<file path="config.mk">
export PLATFORM = sky130hd
export DESIGN_NAME = score_scan_ctrl_flat
export DESIGN_NICKNAME = d
export VERILOG_FILES = /design/src/rtl/score_scan_ctrl_if.sv /design/src/rtl/score_scan_ctrl.sv /design/src/flat_wrapper.sv
export SDC_FILE = /design/constraint.sdc
export NUM_CORES = 1
export LEC_CHECK = 0
export CAP_MARGIN = 10
export CORE_ASPECT_RATIO = 0.6
export CORE_MARGIN = 4
export CORE_UTILIZATION = 40
export DETAILED_ROUTE_END_ITERATION = 12
export PLACE_DENSITY = 0.66
export SYNTH_ARGS = -nofsm -noshare
export SYNTH_HDL_FRONTEND = slang
export SYNTH_SLANG_ARGS = --single-unit
</file>
<file path="constraint.sdc">
create_clock -name clk -period 3 [get_ports clk]
set_input_delay 0.6 -clock clk [delete_from_list [all_inputs] [get_ports clk]]
set_output_delay 0.6 -clock clk [all_outputs]
set_load 0.1 [all_outputs]
</file>
<file path="src/rtl/score_scan_ctrl_if.sv">
// rtl/score_scan_ctrl_if.sv - game-control and 7-seg display bundle for score_scan_ctrl
interface score_scan_ctrl_if;
    logic        start;
    logic        finish;
    logic        clear;
    logic        hit;
    logic        miss;
    logic [2:0]  difficulty;
    logic [31:0] label;
    logic [23:0] character;
    logic [9:0]  scores;
    logic [7:0]  seg_en;
    logic [7:0]  seg_out;
    logic        busy;

    modport master (
        output start, finish, clear, hit, miss, difficulty, label, character,
        input  scores, seg_en, seg_out, busy
    );

    modport slave (
        input  start, finish, clear, hit, miss, difficulty, label, character,
        output scores, seg_en, seg_out, busy
    );
endinterface

</file>
<file path="src/rtl/score_scan_ctrl.sv">
// rtl/score_scan_ctrl.sv - round FSM, saturating score and 8-tube 7-seg scanner with DONE blink
// Optional macro LEADING_ZERO_BLANK_EN blanks leading zeros of the hundreds and tens digits.
module score_scan_ctrl #(
    parameter int SCAN_PERIOD = 200000,
    parameter int BLINK_HALF  = 50000000
) (
    input  logic               clk,
    input  logic               rst,
    score_scan_ctrl_if.slave   bus
);
    localparam int SW = (SCAN_PERIOD > 1) ? $clog2(SCAN_PERIOD) : 1;
    localparam int BW = (BLINK_HALF  > 1) ? $clog2(BLINK_HALF)  : 1;

    typedef enum logic [1:0] {IDLE, RUN, DONE} state_t;

    state_t          state, state_nxt;
    logic [7:0]      score, score_nxt, score_adj;
    logic [2:0]      diff_q;
    logic [1:0]      pts;
    logic [9:0]      up, dn;
    logic [SW-1:0]   scan_cnt;
    logic [2:0]      tube;
    logic [BW-1:0]   blink_cnt;
    logic            phase_on;
    logic [7:0]      digit;

    // Net hit/miss adjustment, clamped to what the 8-bit converter can show
    always_comb begin
        case (diff_q)
            3'b100:  pts = 2'd1;
            3'b010:  pts = 2'd2;
            3'b001:  pts = 2'd3;
            default: pts = 2'd1;
        endcase
        up = {2'b00, score} + {8'b0, (bus.hit ? pts : 2'd0)};
        dn = up - {9'b0, bus.miss};
        if (bus.miss && up == 10'd0)
            score_adj = 8'd0;
        else if (dn > 10'd255)
            score_adj = 8'd255;
        else
            score_adj = dn[7:0];
    end

    always_ff @(posedge clk or posedge rst) begin
        if (rst) begin
            state <= IDLE;
            score <= 8'd0;
        end else begin
            state <= state_nxt;
            score <= score_nxt;
        end
    end

    always_comb begin
        state_nxt = state;
        score_nxt = score;
        if (bus.clear) begin
            state_nxt = IDLE;
            score_nxt = 8'd0;
        end else begin
            case (state)
                IDLE: if (bus.start) begin
                    state_nxt = RUN;
                    score_nxt = 8'd0;
                end
                RUN: begin
                    if (bus.hit || bus.miss) score_nxt = score_adj;
                    if (bus.finish)          state_nxt = DONE;
                end
                DONE:    state_nxt = DONE;
                default: state_nxt = IDLE;
            endcase
        end
    end

    always_ff @(posedge clk or posedge rst) begin
        if (rst)
            diff_q <= 3'b100;
        else if (!bus.clear && state == IDLE && bus.start)
            diff_q <= bus.difficulty;
    end

    always_ff @(posedge clk or posedge rst) begin
        if (rst) begin
            scan_cnt <= '0;
            tube     <= 3'd0;
        end else if (scan_cnt == SW'(SCAN_PERIOD - 1)) begin
            scan_cnt <= '0;
            tube     <= tube + 3'd1;
        end else begin
            scan_cnt <= scan_cnt + 1'b1;
        end
    end

    // Blink counter idles in the on phase until DONE has actually been entered
    always_ff @(posedge clk or posedge rst) begin
        if (rst) begin
            blink_cnt <= '0;
            phase_on  <= 1'b1;
        end else if (state_nxt != DONE) begin
            blink_cnt <= '0;
            phase_on  <= 1'b1;
        end else if (state == DONE) begin
            if (blink_cnt == BW'(BLINK_HALF - 1)) begin
                blink_cnt <= '0;
                phase_on  <= ~phase_on;
            end else begin
                blink_cnt <= blink_cnt + 1'b1;
            end
        end
    end

    always_comb begin
        digit = 8'h00;
        case (tube)
            3'd7: digit = bus.label[31:24];
            3'd6: digit = bus.label[23:16];
            3'd5: digit = bus.label[15:8];
            3'd4: digit = bus.label[7:0];
            3'd3: digit = 8'h00;
            3'd2: digit = bus.character[23:16];
            3'd1: digit = bus.character[15:8];
            3'd0: digit = bus.character[7:0];
        endcase
`ifdef LEADING_ZERO_BLANK_EN
        if (tube == 3'd2 && score < 8'd100) digit = 8'h00;
        if (tube == 3'd1 && score < 8'd10)  digit = 8'h00;
`else
`endif
        bus.seg_out = phase_on ? digit : 8'h00;
    end

    assign bus.seg_en = 8'h01 << tube;
    assign bus.scores = {2'b00, score};
    assign bus.busy   = (state == RUN);
endmodule

</file>
<file path="src/flat_wrapper.sv">
// flat-port wrapper written by rule: the top's interface ports become plain ports
module score_scan_ctrl_flat 
#(
    parameter int SCAN_PERIOD = 200000,
    parameter int BLINK_HALF  = 50000000
)
  (clk, rst, bus_start, bus_finish, bus_clear, bus_hit, bus_miss, bus_difficulty, bus_label, bus_character, bus_scores, bus_seg_en, bus_seg_out, bus_busy);
  score_scan_ctrl_if bus_i ();
  input  logic clk;
  input  logic rst;
  input wire logic [$bits(bus_i.start)-1:0] bus_start;
  input wire logic [$bits(bus_i.finish)-1:0] bus_finish;
  input wire logic [$bits(bus_i.clear)-1:0] bus_clear;
  input wire logic [$bits(bus_i.hit)-1:0] bus_hit;
  input wire logic [$bits(bus_i.miss)-1:0] bus_miss;
  input wire logic [$bits(bus_i.difficulty)-1:0] bus_difficulty;
  input wire logic [$bits(bus_i.label)-1:0] bus_label;
  input wire logic [$bits(bus_i.character)-1:0] bus_character;
  output wire logic [$bits(bus_i.scores)-1:0] bus_scores;
  output wire logic [$bits(bus_i.seg_en)-1:0] bus_seg_en;
  output wire logic [$bits(bus_i.seg_out)-1:0] bus_seg_out;
  output wire logic [$bits(bus_i.busy)-1:0] bus_busy;
  assign bus_i.start = bus_start;
  assign bus_i.finish = bus_finish;
  assign bus_i.clear = bus_clear;
  assign bus_i.hit = bus_hit;
  assign bus_i.miss = bus_miss;
  assign bus_i.difficulty = bus_difficulty;
  assign bus_i.label = bus_label;
  assign bus_i.character = bus_character;
  assign bus_scores = bus_i.scores;
  assign bus_seg_en = bus_i.seg_en;
  assign bus_seg_out = bus_i.seg_out;
  assign bus_busy = bus_i.busy;
  score_scan_ctrl #(.SCAN_PERIOD(SCAN_PERIOD), .BLINK_HALF(BLINK_HALF)) u_core (.clk(clk), .rst(rst), .bus(bus_i));
endmodule
</file>
==> impl_metrics.env <==
export IMPL_status="finished, final reports clean"
export IMPL_async_reset_ff_share_pct=100
export IMPL_yosysWarningCount=0
export IMPL_synth_distinct_cells=64
export IMPL_final_cells=661
export IMPL_yosys_register_bits=61
export IMPL_ys_seq_area_share_pct=38.9
export IMPL_synthTopCellsByCount="59 x dfrtp_1, 44 x nor2_1, 26 x mux2_2, 25 x nand2_1, 23 x xor2_1"
export IMPL_die_area_sq_mm=0.0115
export IMPL_worst_setup_path_end_kind="flip-flop"
export IMPL_worstPathArrival_ps=3090
export IMPL_clock_latency_ps=330
export IMPL_die_width_um=136
export IMPL_dpl_worst_slack_ps=-285
export IMPL_worst_slew_pin_slew_ps=739
export IMPL_cp_max_fo=8
export IMPL_vias=3481
export IMPL_overflow=0
export IMPL_finalHoldViolCount=0
export IMPL_synth_flop_cell="dfrtp_1"
export IMPL_synth_cells=420
export IMPL_wl_mm=10.5
export IMPL_vdd_drop_max_v=0.000261
export IMPL_max_cap_violations=0
export IMPL_hold_path_class="flip-flop to flip-flop"
export IMPL_place_hpwl_mm=8.07
export IMPL_root_buffer="clkbuf_16"
export IMPL_vias_per_cell=5.27
export IMPL_dp_cells=644
export IMPL_htree_levels=3
export IMPL_clockBufferDepth=2
export IMPL_fin_ws_ps=116
export IMPL_cts_tree="built"
export IMPL_nets=605
export IMPL_avgSynthCellArea_sq_um=9.37
export IMPL_p_per_area_mw_per_mm2=431
export IMPL_fillers=826
export IMPL_rsz0062_at_grt="no"
export IMPL_grt_max_degree=37
export IMPL_drt_iter0_markers=217
export IMPL_area_growth_pct=41.3
export IMPL_rows=27
export IMPL_antenna_found_initial=0
export IMPL_grt_pass1_vias=3385
export IMPL_dpl_cell_area_sq_mm=0.00528
export IMPL_synth_area_leaders="dfrtp_1 38%, mux2_2 7.4%, xor2_1 5.1%"
export IMPL_diodes=0
export IMPL_syn_area_sq_mm=0.00394
export IMPL_crit_type="primary input to flip-flop"
export IMPL_fin_area_sq_mm=0.00556
export IMPL_power_leakage_nw=2.40
export IMPL_grt_pass1_wl_mm=16.9
export IMPL_period_needed_ps=2880
export IMPL_start_util_pct=41.9
export IMPL_port_buffers=90
export IMPL_post_synth_top_count_cell="dfrtp_1"
export IMPL_relSlewSlack_pct=50.6
export IMPL_final_max_slew_viol_count=0
export IMPL_drive_above_1_share_pct=21.7
export IMPL_post_drt_wl_per_cell_um=15.8
export IMPL_io_pins=93
export IMPL_fin_skew_ps=7.63
export IMPL_path_clk_slew_ps=50
export IMPL_drt_pass1_iterations=5
export IMPL_core_area_sq_mm=0.00939
export IMPL_setup_viol_count_final=0
export IMPL_postRouteAntennaNets=0
export IMPL_drc=0
export IMPL_max_freq_mhz=347
export IMPL_synth_edf_count=0
export IMPL_start_kind="primary input"
export IMPL_synth_area_leader_cell="dfrtp_1"
export IMPL_p_total_mw=2.39
export IMPL_period_share_pct=96.1
export IMPL_die_height_um=84.8
export IMPL_grt_total_usage_pct=18.2
export IMPL_cts_buffers=9
export IMPL_clock_sinks=61
export IMPL_holdBufCountCts=0
export IMPL_netlist_area_leader_share_pct=37.5
export IMPL_gp_congestion=0.869
export IMPL_crit_required_ps=3200
-- repair_timing --
| action | in CTS | in global routing |
|---|---|---|
| cloned | 0 | 0 |
| setup endpoints to repair | 1 | 8 |
| gates resized for setup | 0 | 3 |
| setup buffers | 1 | 0 |
| pin swaps | 1 | 0 |
-- worst paths after layout --
check	startpoint	to	slack, ps	cells past startpoint
max	bus_hit	u_core.score[3]$_DFFE_PP0P_	120	11
min	u_core.scan_cnt[12]$_DFF_PP0_	u_core.scan_cnt[12]$_DFF_PP0_	490	1
max reg2reg	u_core.diff_q[1]$_DFFE_PP0P_	u_core.score[3]$_DFFE_PP0P_	230	11
min reg2reg	u_core.scan_cnt[12]$_DFF_PP0_	u_core.scan_cnt[12]$_DFF_PP0_	490	1
max in group asynchronous	rst	u_core.scan_cnt[8]$_DFF_PP0_	1590	3
min in group asynchronous	rst	u_core.diff_q[0]$_DFFE_PP0P_	720	2
-- layout make-up --
type / instances / area (sq um) / area share [%]
clock inverters: 3 / 15.0 / 0.270
multi-input cells: 328 / 2390 / 43.0
inverters: 13 / 48.8 / 0.878
well taps: 130 / 163 / 2.93
repair buffers: 113 / 1160 / 20.9
flip-flops and latches: 61 / 1530 / 27.5
clock buffers: 13 / 250 / 4.50
-- critical path: stages --
cell,delay (ps)
clkdlybuf4s50_1,430
o31a_1,120
ha_1,210
fa_2,540
inv_1,50
ha_1,240
o22a_1,180
a22oi_1,180
buf_4,180
o21ai_0,110
a22o_1,250
-- state kept, by name (all words and copies together), names as in the netlist --
name,count
u_core.blink_cnt,26
u_core.diff_q,3
u_core.phase_on,1
u_core.scan_cnt,18
u_core.score,8
u_core.state,2
u_core.tube,3
-- metal layers --
metal	wire length [um]	vias to the layer above	global-route usage, %
met5	0	-	0
met3	792	9	4.80
li1	-	1717	-
met4	93	0	3.84
met2	4360	112	26.6
met1	5230	1643	27.2
-- power by group --
group	leakage, nW	internal, mW	switching, mW
logic	1.44	0.263	0.335
clock network	0.133	0.576	0.335
registers	0.823	0.848	0.0364
total	2.40	1.69	0.707
-- cells by family (layout without fill, tap and decap cells) --
family	after synthesis	after routing	share of synthesized area (%)
DFF	61	61	38.9
other	1	2	0.0953
muxes	28	28	7.95
buffers and inverters	32	142	3.47
xor gates and xnor gates	39	39	8.68
and+or+nand+nor	161	161	21.4
adders and majority gates	13	13	4.32
AOI/OAI and AO/OA	85	85	15.3
-- metrics by stage --
step | TNS (ps) | hold WS [ps] | utilization (%)
floorplan | 0 | 437 | -
global placement | -1330 | 473 | 56.2
detailed placement | -1960 | 480 | 56.2
CTS | 0 | 493 | 59.1
global route | 0 | 527 | 59.2
finish | 0 | 489 | 59.2
-- layout by cell type, fill, tap and decap left out, types with 13 or more instances in the layout --
master	count
clkdlybuf4s50_1	65
dfrtp_1	58
nor2_1	44
buf_4	36
mux2_2	26
nand2_1	25
xor2_1	23
nand3_1	21
o21ai_0	18
a22oi_1	17
xnor2_1	16
nand4_1	13
No activity file was read; power rests on OpenSTA's default activity.
==> RTL change: new RTL, same settings <==
The 3 states of `state_t` get a one-hot encoding in 3 bits.
--- a/src/rtl/score_scan_ctrl.sv
+++ b/src/rtl/score_scan_ctrl.sv
@@ -13,3 +13,3 @@
 
-    typedef enum logic [1:0] {IDLE, RUN, DONE} state_t;
+    typedef enum logic [2:0] {IDLE = 3'b001, RUN = 3'b010, DONE = 3'b100} state_t;
 
Behaviour: no difference found for any inputs over 10 cycles, from zero or initial values and one cycle with rst high; not proved beyond that.
==> RTL change against the original RTL <==
Synthesized cell count decreased by 0.95%; critical path depth decreased by 2; count of clock-buffer cells in the layout decreased by 1; area after synthesis increased by 0.76%; sequential cell count increased by 1; setup slack improved by 66 ps; largest cell class unchanged; combinational power decreased by 35%; wire length increased by 0.99%; critical endpoint is now u_core.score[7]$_DFFE_PP0P_; power decreased by 0.37%; design area increased by 2.5%.
==> RTL change: results (changes against the original RTL) <==
clock network power=1.13 mW (+24%); sequential area share after synthesis=39.22% (+0.37 points); fin nets=600 (-0.83%); first-pass GRT wire length=17.43 mm (+3.1%); largest net degree at the start of global routing=34 (-8.1%); post-synthesis mux area share=8.646% (+0.70 points); top cells by area, synth=dfrtp_1, mux2_2, xor2_1, ha_1, xnor2_1; share of post-route cells with drive strength above 1=22.81% (+1.2 points); DR vias/cell=5.261 (-0.11%); Tot GR Track Use=18.80% (+0.56 points); Crit Path Max Fanout=3 (-5); routed wire length per instance=16.12 um (+1.8%); Slew @ Worst Pin=914.2 ps (+174.8 ps); initial detailed-routing violation count=251 (+16%); CP peak stage delay=560 ps (+20 ps); XOR/XNOR Fraction of Synth Area=7.952% (-0.73 points); placed cells=640 (-0.62%); post-cts repair resize count=1 (+1); worst slack, placed=-351.7 ps (-66.72 ps); status=complete, no violations; fin crit share=93.94% (-2.2 points); peak supply drop=315.3 uV (+21%); Max Clock Skew=6.115 ps (-1.513 ps); sw frac=23.72% (-5.8 points); Power Combinational=0.388 mW (-35%); fraction of the mapped netlist area in adder cells=4.292% (-0.033 points); leak pwr=2.399 nW (+0.16%); r2r setup slk=280 ps (+50 ps); vias post-DR=3,451 (-0.86%); Final Wtd Congestion=0.8727 (+0.39%); Post-Synthesis Cells=416 (-0.95%); post-CTS setup buffers=0 (-1); CP arrival=3030 ps (-60 ps); number of global-route vias before repair=3,395 (+0.30%); post-DP HPWL=8.113 mm (+0.51%); Crit Reg-Reg Startpoint=u_core.blink_cnt[0]$_DFFE_PP0P_; Worst R2R Path Depth=7 (-4); Synth cell types=58 (-9.4%)
==> RTL change: how the worst min path moves through the flow <==
| stage | from | to | slack [ps] | depth (start not counted) |
|---|---|---|---|---|
| finish | u_core.scan_cnt[17]$_DFF_PP0_ | u_core.scan_cnt[17]$_DFF_PP0_ | 490 | 1 |
| global route | u_core.scan_cnt[15]$_DFF_PP0_ | u_core.scan_cnt[15]$_DFF_PP0_ | 500 | 1 |
| CTS | u_core.scan_cnt[17]$_DFF_PP0_ | u_core.scan_cnt[17]$_DFF_PP0_ | 490 | 1 |
| detailed placement | u_core.scan_cnt[17]$_DFF_PP0_ | u_core.scan_cnt[17]$_DFF_PP0_ | 480 | 1 |
| global placement | u_core.scan_cnt[17]$_DFF_PP0_ | u_core.scan_cnt[17]$_DFF_PP0_ | 470 | 1 |
| floorplan | u_core.scan_cnt[17]$_DFF_PP0_ | u_core.scan_cnt[17]$_DFF_PP0_ | 450 | 1 |
==> RTL change: layout make-up <==
cell class	count	area, um2
clock buffers	12	256.5
clock inverters	4	70.07
fillers	779	3729
inverters	15	56.30
multi-input cells	321	2429
flip-flops and latches	62	1556
well taps	130	162.7
repair buffers	112	1166
==> RTL change: routing by layer <==
| metal | global-route usage [%] | vias to the layer above | share of wire, % |
|---|---|---|---|
| met4 | 3.568 | 0 | 0.69 |
| met3 | 6.517 | 6 | 9.5 |
| met5 | 0 | - | 0 |
| met1 | 28.31 | 1610 | 50 |
| met2 | 25.96 | 112 | 40 |
| li1 | - | 1723 | - |
==> RTL change: per-stage QoR <==
step | area [um2] | TNS, ps | util, %
detailed placement | 5319 | -1942 | 56.43
global route | 5697 | 0 | 60.44
CTS | 5653 | 0 | 59.98
floorplan | 4074 | 0 | -
finish | 5697 | 0 | 60.44
global placement | 5319 | -1415 | 56.43
